## src/rtl/leakyrelu_sched_pkg.sv

```systemverilog
// Shared types and defaults for the leakyrelu pass sequencer.
// Optional build macro: LEAKY_SCHED_PERF_EN adds the stall_cnt port.
package leakyrelu_sched_pkg;

    localparam int PICTURE_NUM       = 1;
    localparam int WIDTH_DATA        = 8;
    localparam int LEAKY_LATENCY_DEF = 3;

    typedef enum logic [2:0] {
        S_IDLE,
        S_LOAD,
        S_RUN,
        S_DRAIN,
        S_DONE
    } state_t;

endpackage

```

## src/rtl/leakyrelu_sched_if.sv

```systemverilog
// Input beat stream and result stream bundle for the sequencer.
// master = producer/consumer side, slave = sequencer side.
interface leakyrelu_sched_if #(
    parameter int DW = 64
);
    logic [DW-1:0] in_data;
    logic          in_valid;
    logic          in_ready;
    logic [DW-1:0] out_data;
    logic          out_valid;
    logic          out_pop;

    modport master (
        output in_data, in_valid, out_pop,
        input  in_ready, out_data, out_valid
    );

    modport slave (
        input  in_data, in_valid, out_pop,
        output in_ready, out_data, out_valid
    );
endinterface

```

## src/rtl/leakyrelu_sched_credit_cnt.sv

```systemverilog
// Downstream FIFO credit counter; saturates at full and flags
// a sticky error when a pop arrives with every credit already home.
module leakyrelu_credit_cnt #(
    parameter int OUT_CREDITS = 16
) (
    input  logic                               clk,
    input  logic                               rst,
    input  logic                               issue,
    input  logic                               pop,
    output logic [$clog2(OUT_CREDITS+1)-1:0]   credits,
    output logic                               err
);
    localparam int CRW = $clog2(OUT_CREDITS + 1);
    localparam logic [CRW-1:0] FULL = CRW'(OUT_CREDITS);
    localparam logic [CRW-1:0] ONE  = CRW'(1);

    // credits = credits - issue + pop, pop at full is dropped
    always_ff @(posedge clk) begin
        if (rst) begin
            credits <= FULL;
            err     <= 1'b0;
        end else if (pop && !issue && credits == FULL) begin
            err     <= 1'b1;
        end else if (issue && !pop) begin
            credits <= credits - ONE;
        end else if (pop && !issue) begin
            credits <= credits + ONE;
        end
    end

endmodule

```

## src/rtl/leakyrelu_sched.sv

```systemverilog
// One-pass sequencer feeding the leakyrelu array with credit flow control.
// Build with LEAKY_SCHED_PERF_EN to get the stall_cnt counter port.
module leakyrelu_sched
    import leakyrelu_sched_pkg::*;
#(
    parameter int CHANNEL_OUT_NUM = 8,
    parameter int LEAKY_LATENCY   = LEAKY_LATENCY_DEF,
    parameter int CNT_WIDTH       = 12,
    parameter int OUT_CREDITS     = 16,
    localparam int DW = PICTURE_NUM * CHANNEL_OUT_NUM * WIDTH_DATA
) (
    input  logic                 clk,
    input  logic                 rst,
    input  logic                 start,
    input  logic [7:0]           zero_in,
    input  logic [CNT_WIDTH-1:0] row_num,
    input  logic [CNT_WIDTH-1:0] col_num,
    input  logic [CNT_WIDTH-1:0] ch_grp_num,
    leakyrelu_sched_if.slave     bus,
    output logic [DW-1:0]        leaky_data_in,
    output logic [7:0]           zero_data_out,
    input  logic [DW-1:0]        leaky_data_out,
    output logic                 busy,
    output logic                 done
`ifdef LEAKY_SCHED_PERF_EN
    ,
    output logic [31:0]          stall_cnt
`endif
);
    localparam int CRW = $clog2(OUT_CREDITS + 1);
    localparam logic [CNT_WIDTH-1:0] C1 = CNT_WIDTH'(1);

    state_t               state, state_nx;
    logic [LEAKY_LATENCY:0] vsr;
    logic [CRW-1:0]       credits;
    logic                 cr_err_unused;
    logic                 issue;
    logic                 last_beat;
    logic                 load_empty;
    logic [CNT_WIDTH-1:0] row_n, col_n, grp_n;
    logic [CNT_WIDTH-1:0] row_c, col_c, grp_c;

    assign load_empty = (row_num == '0) || (col_num == '0) ||
                        (ch_grp_num == '0);
    assign issue      = bus.in_ready;
    assign last_beat  = (col_c == col_n - C1) && (row_c == row_n - C1) &&
                        (grp_c == grp_n - C1);

    assign bus.in_ready  = (state == S_RUN) && bus.in_valid &&
                           (credits != '0);
    assign bus.out_valid = vsr[LEAKY_LATENCY];
    assign bus.out_data  = leaky_data_out;
    assign busy          = (state != S_IDLE);
    assign done          = (state == S_DONE);

    leakyrelu_credit_cnt #(
        .OUT_CREDITS (OUT_CREDITS)
    ) u_credit (
        .clk     (clk),
        .rst     (rst),
        .issue   (issue),
        .pop     (bus.out_pop),
        .credits (credits),
        .err     (cr_err_unused)
    );

    // state register
    always_ff @(posedge clk) begin
        if (rst) state <= S_IDLE;
        else     state <= state_nx;
    end

    // next-state decode
    always_comb begin
        state_nx = state;
        unique case (state)
            S_IDLE:  if (start) state_nx = S_LOAD;
            S_LOAD:  state_nx = load_empty ? S_DONE : S_RUN;
            S_RUN:   if (issue && last_beat) state_nx = S_DRAIN;
            S_DRAIN: if (vsr == '0) state_nx = S_DONE;
            S_DONE:  state_nx = S_IDLE;
            default: state_nx = S_IDLE;
        endcase
    end

    // pass geometry latch and col/row/group beat position
    always_ff @(posedge clk) begin
        if (rst) begin
            zero_data_out <= '0;
            row_n <= '0;
            col_n <= '0;
            grp_n <= '0;
            row_c <= '0;
            col_c <= '0;
            grp_c <= '0;
        end else if (state == S_LOAD) begin
            zero_data_out <= zero_in;
            row_n <= row_num;
            col_n <= col_num;
            grp_n <= ch_grp_num;
            row_c <= '0;
            col_c <= '0;
            grp_c <= '0;
        end else if (issue) begin
            if (col_c == col_n - C1) begin
                col_c <= '0;
                if (row_c == row_n - C1) begin
                    row_c <= '0;
                    grp_c <= grp_c + C1;
                end else begin
                    row_c <= row_c + C1;
                end
            end else begin
                col_c <= col_c + C1;
            end
        end
    end

    // input register into the array and latency tracker
    always_ff @(posedge clk) begin
        if (rst) begin
            leaky_data_in <= '0;
            vsr           <= '0;
        end else begin
            vsr <= {vsr[LEAKY_LATENCY-1:0], issue};
            if (issue) leaky_data_in <= bus.in_data;
        end
    end

`ifdef LEAKY_SCHED_PERF_EN
    // cycles lost waiting for downstream credit
    always_ff @(posedge clk) begin
        if (rst)
            stall_cnt <= '0;
        else if (state == S_LOAD)
            stall_cnt <= '0;
        else if (state == S_RUN && bus.in_valid && credits == '0)
            stall_cnt <= stall_cnt + 32'd1;
    end
`endif

endmodule
```

## src/flat_wrapper.sv

```systemverilog
// flat-port wrapper written by rule: the top's interface ports become plain ports
module leakyrelu_sched_flat import leakyrelu_sched_pkg::*;
#(
    parameter int CHANNEL_OUT_NUM = 8,
    parameter int LEAKY_LATENCY   = LEAKY_LATENCY_DEF,
    parameter int CNT_WIDTH       = 12,
    parameter int OUT_CREDITS     = 16,
    localparam int DW = PICTURE_NUM * CHANNEL_OUT_NUM * WIDTH_DATA
)
  (clk, rst, start, zero_in, row_num, col_num, ch_grp_num, leaky_data_in, zero_data_out, leaky_data_out, busy, done, bus_in_data, bus_in_valid, bus_out_pop, bus_in_ready, bus_out_data, bus_out_valid);
  leakyrelu_sched_if bus_i ();
  input  logic clk;
  input  logic rst;
  input  logic start;
  input  logic [7:0] zero_in;
  input  logic [CNT_WIDTH-1:0] row_num;
  input  logic [CNT_WIDTH-1:0] col_num;
  input  logic [CNT_WIDTH-1:0] ch_grp_num;
  output logic [DW-1:0] leaky_data_in;
  output logic [7:0] zero_data_out;
  input  logic [DW-1:0] leaky_data_out;
  output logic busy;
  output logic done;
  input wire logic [$bits(bus_i.in_data)-1:0] bus_in_data;
  input wire logic [$bits(bus_i.in_valid)-1:0] bus_in_valid;
  input wire logic [$bits(bus_i.out_pop)-1:0] bus_out_pop;
  output wire logic [$bits(bus_i.in_ready)-1:0] bus_in_ready;
  output wire logic [$bits(bus_i.out_data)-1:0] bus_out_data;
  output wire logic [$bits(bus_i.out_valid)-1:0] bus_out_valid;
  assign bus_i.in_data = bus_in_data;
  assign bus_i.in_valid = bus_in_valid;
  assign bus_i.out_pop = bus_out_pop;
  assign bus_in_ready = bus_i.in_ready;
  assign bus_out_data = bus_i.out_data;
  assign bus_out_valid = bus_i.out_valid;
  leakyrelu_sched #(.CHANNEL_OUT_NUM(CHANNEL_OUT_NUM), .LEAKY_LATENCY(LEAKY_LATENCY), .CNT_WIDTH(CNT_WIDTH), .OUT_CREDITS(OUT_CREDITS)) u_core (.clk(clk), .rst(rst), .start(start), .zero_in(zero_in), .row_num(row_num), .col_num(col_num), .ch_grp_num(ch_grp_num), .bus(bus_i), .leaky_data_in(leaky_data_in), .zero_data_out(zero_data_out), .leaky_data_out(leaky_data_out), .busy(busy), .done(done));
endmodule
```

## config.mk

```make
export PLATFORM = sky130hd
export DESIGN_NAME = leakyrelu_sched_flat
export DESIGN_NICKNAME = d
export VERILOG_FILES = /design/src/rtl/leakyrelu_sched_pkg.sv /design/src/rtl/leakyrelu_sched_if.sv /design/src/rtl/leakyrelu_sched_credit_cnt.sv /design/src/rtl/leakyrelu_sched.sv /design/src/flat_wrapper.sv
export SDC_FILE = /design/constraint.sdc
export NUM_CORES = 1
export LEC_CHECK = 0
export CAP_MARGIN = 5
export CORE_UTILIZATION = 40
export CTS_BUF_LIST = sky130_fd_sc_hd__clkbuf_8 sky130_fd_sc_hd__clkbuf_16
export CTS_CLUSTER_SIZE = 10
export DETAILED_ROUTE_END_ITERATION = 7
export PLACE_DENSITY = 0.75
export SLEW_MARGIN = 20
export SYNTH_ARGS = -nofsm -noshare
export SYNTH_HDL_FRONTEND = slang
export SYNTH_SLANG_ARGS = --single-unit
```

## constraint.sdc

```tcl
create_clock -name clk -period 6.7 [get_ports clk]
set_input_delay 1.675 -clock clk [delete_from_list [all_inputs] [get_ports clk]]
set_output_delay 1.675 -clock clk [all_outputs]
set_load 0.02 [all_outputs]
```

==> metrics.md <==
| Metric | Value |
|---|---|
| Wire per inst | `14.92 µm` |
| Setup WS post-layout | `1.796 ns` |
| Yosys reg bits | `156` |
| Endpoint of the worst hold path | `u_core.leaky_data_in[59]` |
| Layout net count | `1278` |
| Crit path time final | `4.904 ns` |
| Fin. Hold Viols | `0` |
| Core Area | `18830 µm²` |
| CP arrival | `3.23 ns` |
| Pin count of the biggest net entering global routing | `72` |
| Non-Filler Instances | `1364` |
| WL final | `20.35 mm` |
| Hold path depth | `2` |
| Worst slack, placed | `1.638 ns` |
| DRT iter0 DRCs | `542` |
| Full die area | `19940 µm²` |
| Rows | `50` |
| Worst Path Required | `5.03 ns` |
| CTS tree | `built` |
| First drt pass iteration count | `5` |
| FF-to-FF path depth | `7` |
| Initial core utilization | `0.4118` |
| IO Pins | `317` |
| Hold Crit Class | `reg -> reg` |
| CP Launch Type | `input port` |
| Max cap viols | `0` |
| TNS Setup | `0 ns` |
| Vias in the first global route | `6765` |
| R2r setup slk | `2.95 ns` |
| First-pass GRT wire length | `33.24 mm` |
| Syn Nets | `1184` |
| Final setup fails | `0` |
| Status | `complete, no violations` |
| Area of the multi-input gates | `3886 µm²` |
| Placed Cells incl. Taps | `1331` |
| Crit end category | `output port` |
| Commonest cells after routing, fill and taps aside | `nand2_1 (245), clkdlybuf4s50_1 (187), dfxtp_1 (156)` |
| Die W | `141.2 µm` |
| Measured slew at the worst slew-check pin | `0.9193 ns` |
| Reg clk slew, reported paths | `0.07 ns` |
| Later-pin clock latency in the skew report | `0.43 ns` |
| Antenna cells | `0` |
| Root Buffer | `clkbuf_16` |
| Clock Skews | `0.01126 ns` |
| Cells after Synth | `997` |
| Htree depth | `4` |
| Synthesis-to-finish area growth | `27.38%` |
| Critical path class | `in -> out` |
| Die Ht | `141.2 µm` |
| DP Wirelength | `14.32 mm` |
| FILL cells | `1714` |
| Synth unique cells | `58` |
| Fin crit share | `0.7320` |
| RSZ-0062 raised after global routing | `false` |
| Cts bufs inserted | `17` |
| Total clock sinks | `156` |
| Total grt overflow | `0` |
| Vias | `7146` |
| # port buffers | `188` |
| Crit path max fanout | `2` |
| Worst slew margin | `0.3815` |
| Post-CTS Setup Inserts | `0` |
| Post-synth EDFFs | `0` |
| Sequential element share of the synthesized area | `0.4028` |
| Reg2reg end | `u_core.grp_c[5]` |
| Total track usage | `0.2087` |
| Register area | `3123 µm²` |
| Post-synthesis cell area | `7754 µm²` |
| Routability cong. | `0.8299` |
| Post-CTS Resized | `0` |
| Yosys warns | `0` |
| Main synth FF type | `dfxtp_1` |
| Finished Core Util | `0.5245` |
| Hold wc startpoint | `u_core.leaky_data_in[59]` |
| Average size of a mapped cell | `7.777 µm²` |
| Leakage Power | `0.003386 µW` |
| Most common cell after layout, fill and taps aside | `nand2_1` |
| DR vias/cell | `5.239` |
| Routed Antenna Nets | `0` |
| Layout cell share with drive strength beyond 1 | `0.04620` |
| Hold buffer count at CTS | `0` |
| RR Startpoint | `u_core.row_n[2]` |
| DRC | `0` |
| Clock buffer depth | `2` |
| Max VDD drop | `0.1837 mV` |
| Max Clock Freq | `203.9 MHz` |
| Slew Viols, Final | `0` |
| Pwr Density | `241.3 nW/µm²` |
| Async SR Flop Fraction | `0` |
| Initial antenna violation count | `0` |
## metal layers
| metal | global-route usage | vias to the layer above | wire length [µm] |
|---|---|---|---|
| li1 | - | 3562 | - |
| met5 | 0 | - | 0 |
| met1 | 0.2451 | 3319 | 8499 |
| met2 | 0.3517 | 236 | 9563 |
| met4 | 0.06751 | 0 | 392 |
| met3 | 0.07575 | 29 | 1897 |
## worst max-delay path by stage
stage,start,cells after the start,slack (ns),endpoint
floorplan,bus_in_valid,4,2.52,bus_in_ready
global placement,bus_in_valid,9,1.71,u_core.grp_c[4]
detailed placement,bus_in_valid,9,1.64,u_core.grp_c[5]
CTS,bus_in_valid,5,1.79,bus_in_ready
global route,bus_in_valid,5,1.72,bus_in_ready
finish,bus_in_valid,5,1.80,bus_in_ready
## registers in the layout, summed over array words and instances, names as in the netlist
signal / flops
u_core.leaky_data_in: 64
u_core.col_c: 12
u_core.col_n: 12
u_core.grp_c: 12
u_core.grp_n: 12
u_core.row_c: 12
u_core.row_n: 12
u_core.zero_data_out: 8
u_core.u_credit.credits: 5
u_core.vsr: 4
u_core.state: 3
## through the flow
step           hold WS [ns]  total power (µW)  instance area, µm²
2_1_floorplan        0.4287              1364                7754
3_3_place_gp         0.4406              1481                9303
3_5_place_dp         0.4464              1490                9303
4_1_cts              0.4544              2397                9852
5_1_grt              0.4751              2494                9877
6_report             0.4540              2383                9877
## worst max-delay path, cell delays in order
cell and delay, ns:
clkdlybuf4s50_1 0.50, and4bb_2 0.28, o21ai_4 0.08, inv_2 0.06, clkdlybuf4s50_1 0.63
## layout make-up
cell class	count	area share
Multi-Input combinational cell	706	0.3935
Sequential cell	156	0.3162
Timing Repair Buffer	193	0.1953
Clock buffer	18	0.04446
Tap cell	260	0.03294
Clock inverter	14	0.01115
Inverter	17	0.006461
## cells in the mapped netlist (16+ instances only)
library cell,count,area (µm²)
buf_4,64,480.5
nor2_1,45,168.9
o31ai_1,18,135.1
inv_1,16,60.06
xnor2_1,32,280.3
nor4_1,16,100.1
xor2_1,27,236.5
nand2_1,245,919.6
clkbuf_1,47,176.4
nand4_1,18,112.6
a21oi_1,144,720.7
or4_1,18,135.1
nand3_1,25,125.1
dfxtp_1,156,3123
## where the power goes
group	internal, µW	total [µW]	switching [µW]	leakage, µW
Sequential	971	1010	41.2	0.00126
Clock	490	907	417	0.000264
Combinational	218	464	246	0.00186
## cell families (layout without fill, tap and decap cells)
| group | Yosys count | in the layout | share of synthesized area |
|---|---|---|---|
| compound gates | 204 | 204 | 0.1515 |
| xor+xnor | 59 | 59 | 0.06665 |
| fa+ha+maj | 10 | 10 | 0.01711 |
| buf+inv | 135 | 242 | 0.09892 |
| flops | 156 | 156 | 0.4028 |
| mux | 3 | 3 | 0.003873 |
| simple gates | 430 | 430 | 0.2592 |
No activity file was read; power rests on OpenSTA's default activity.
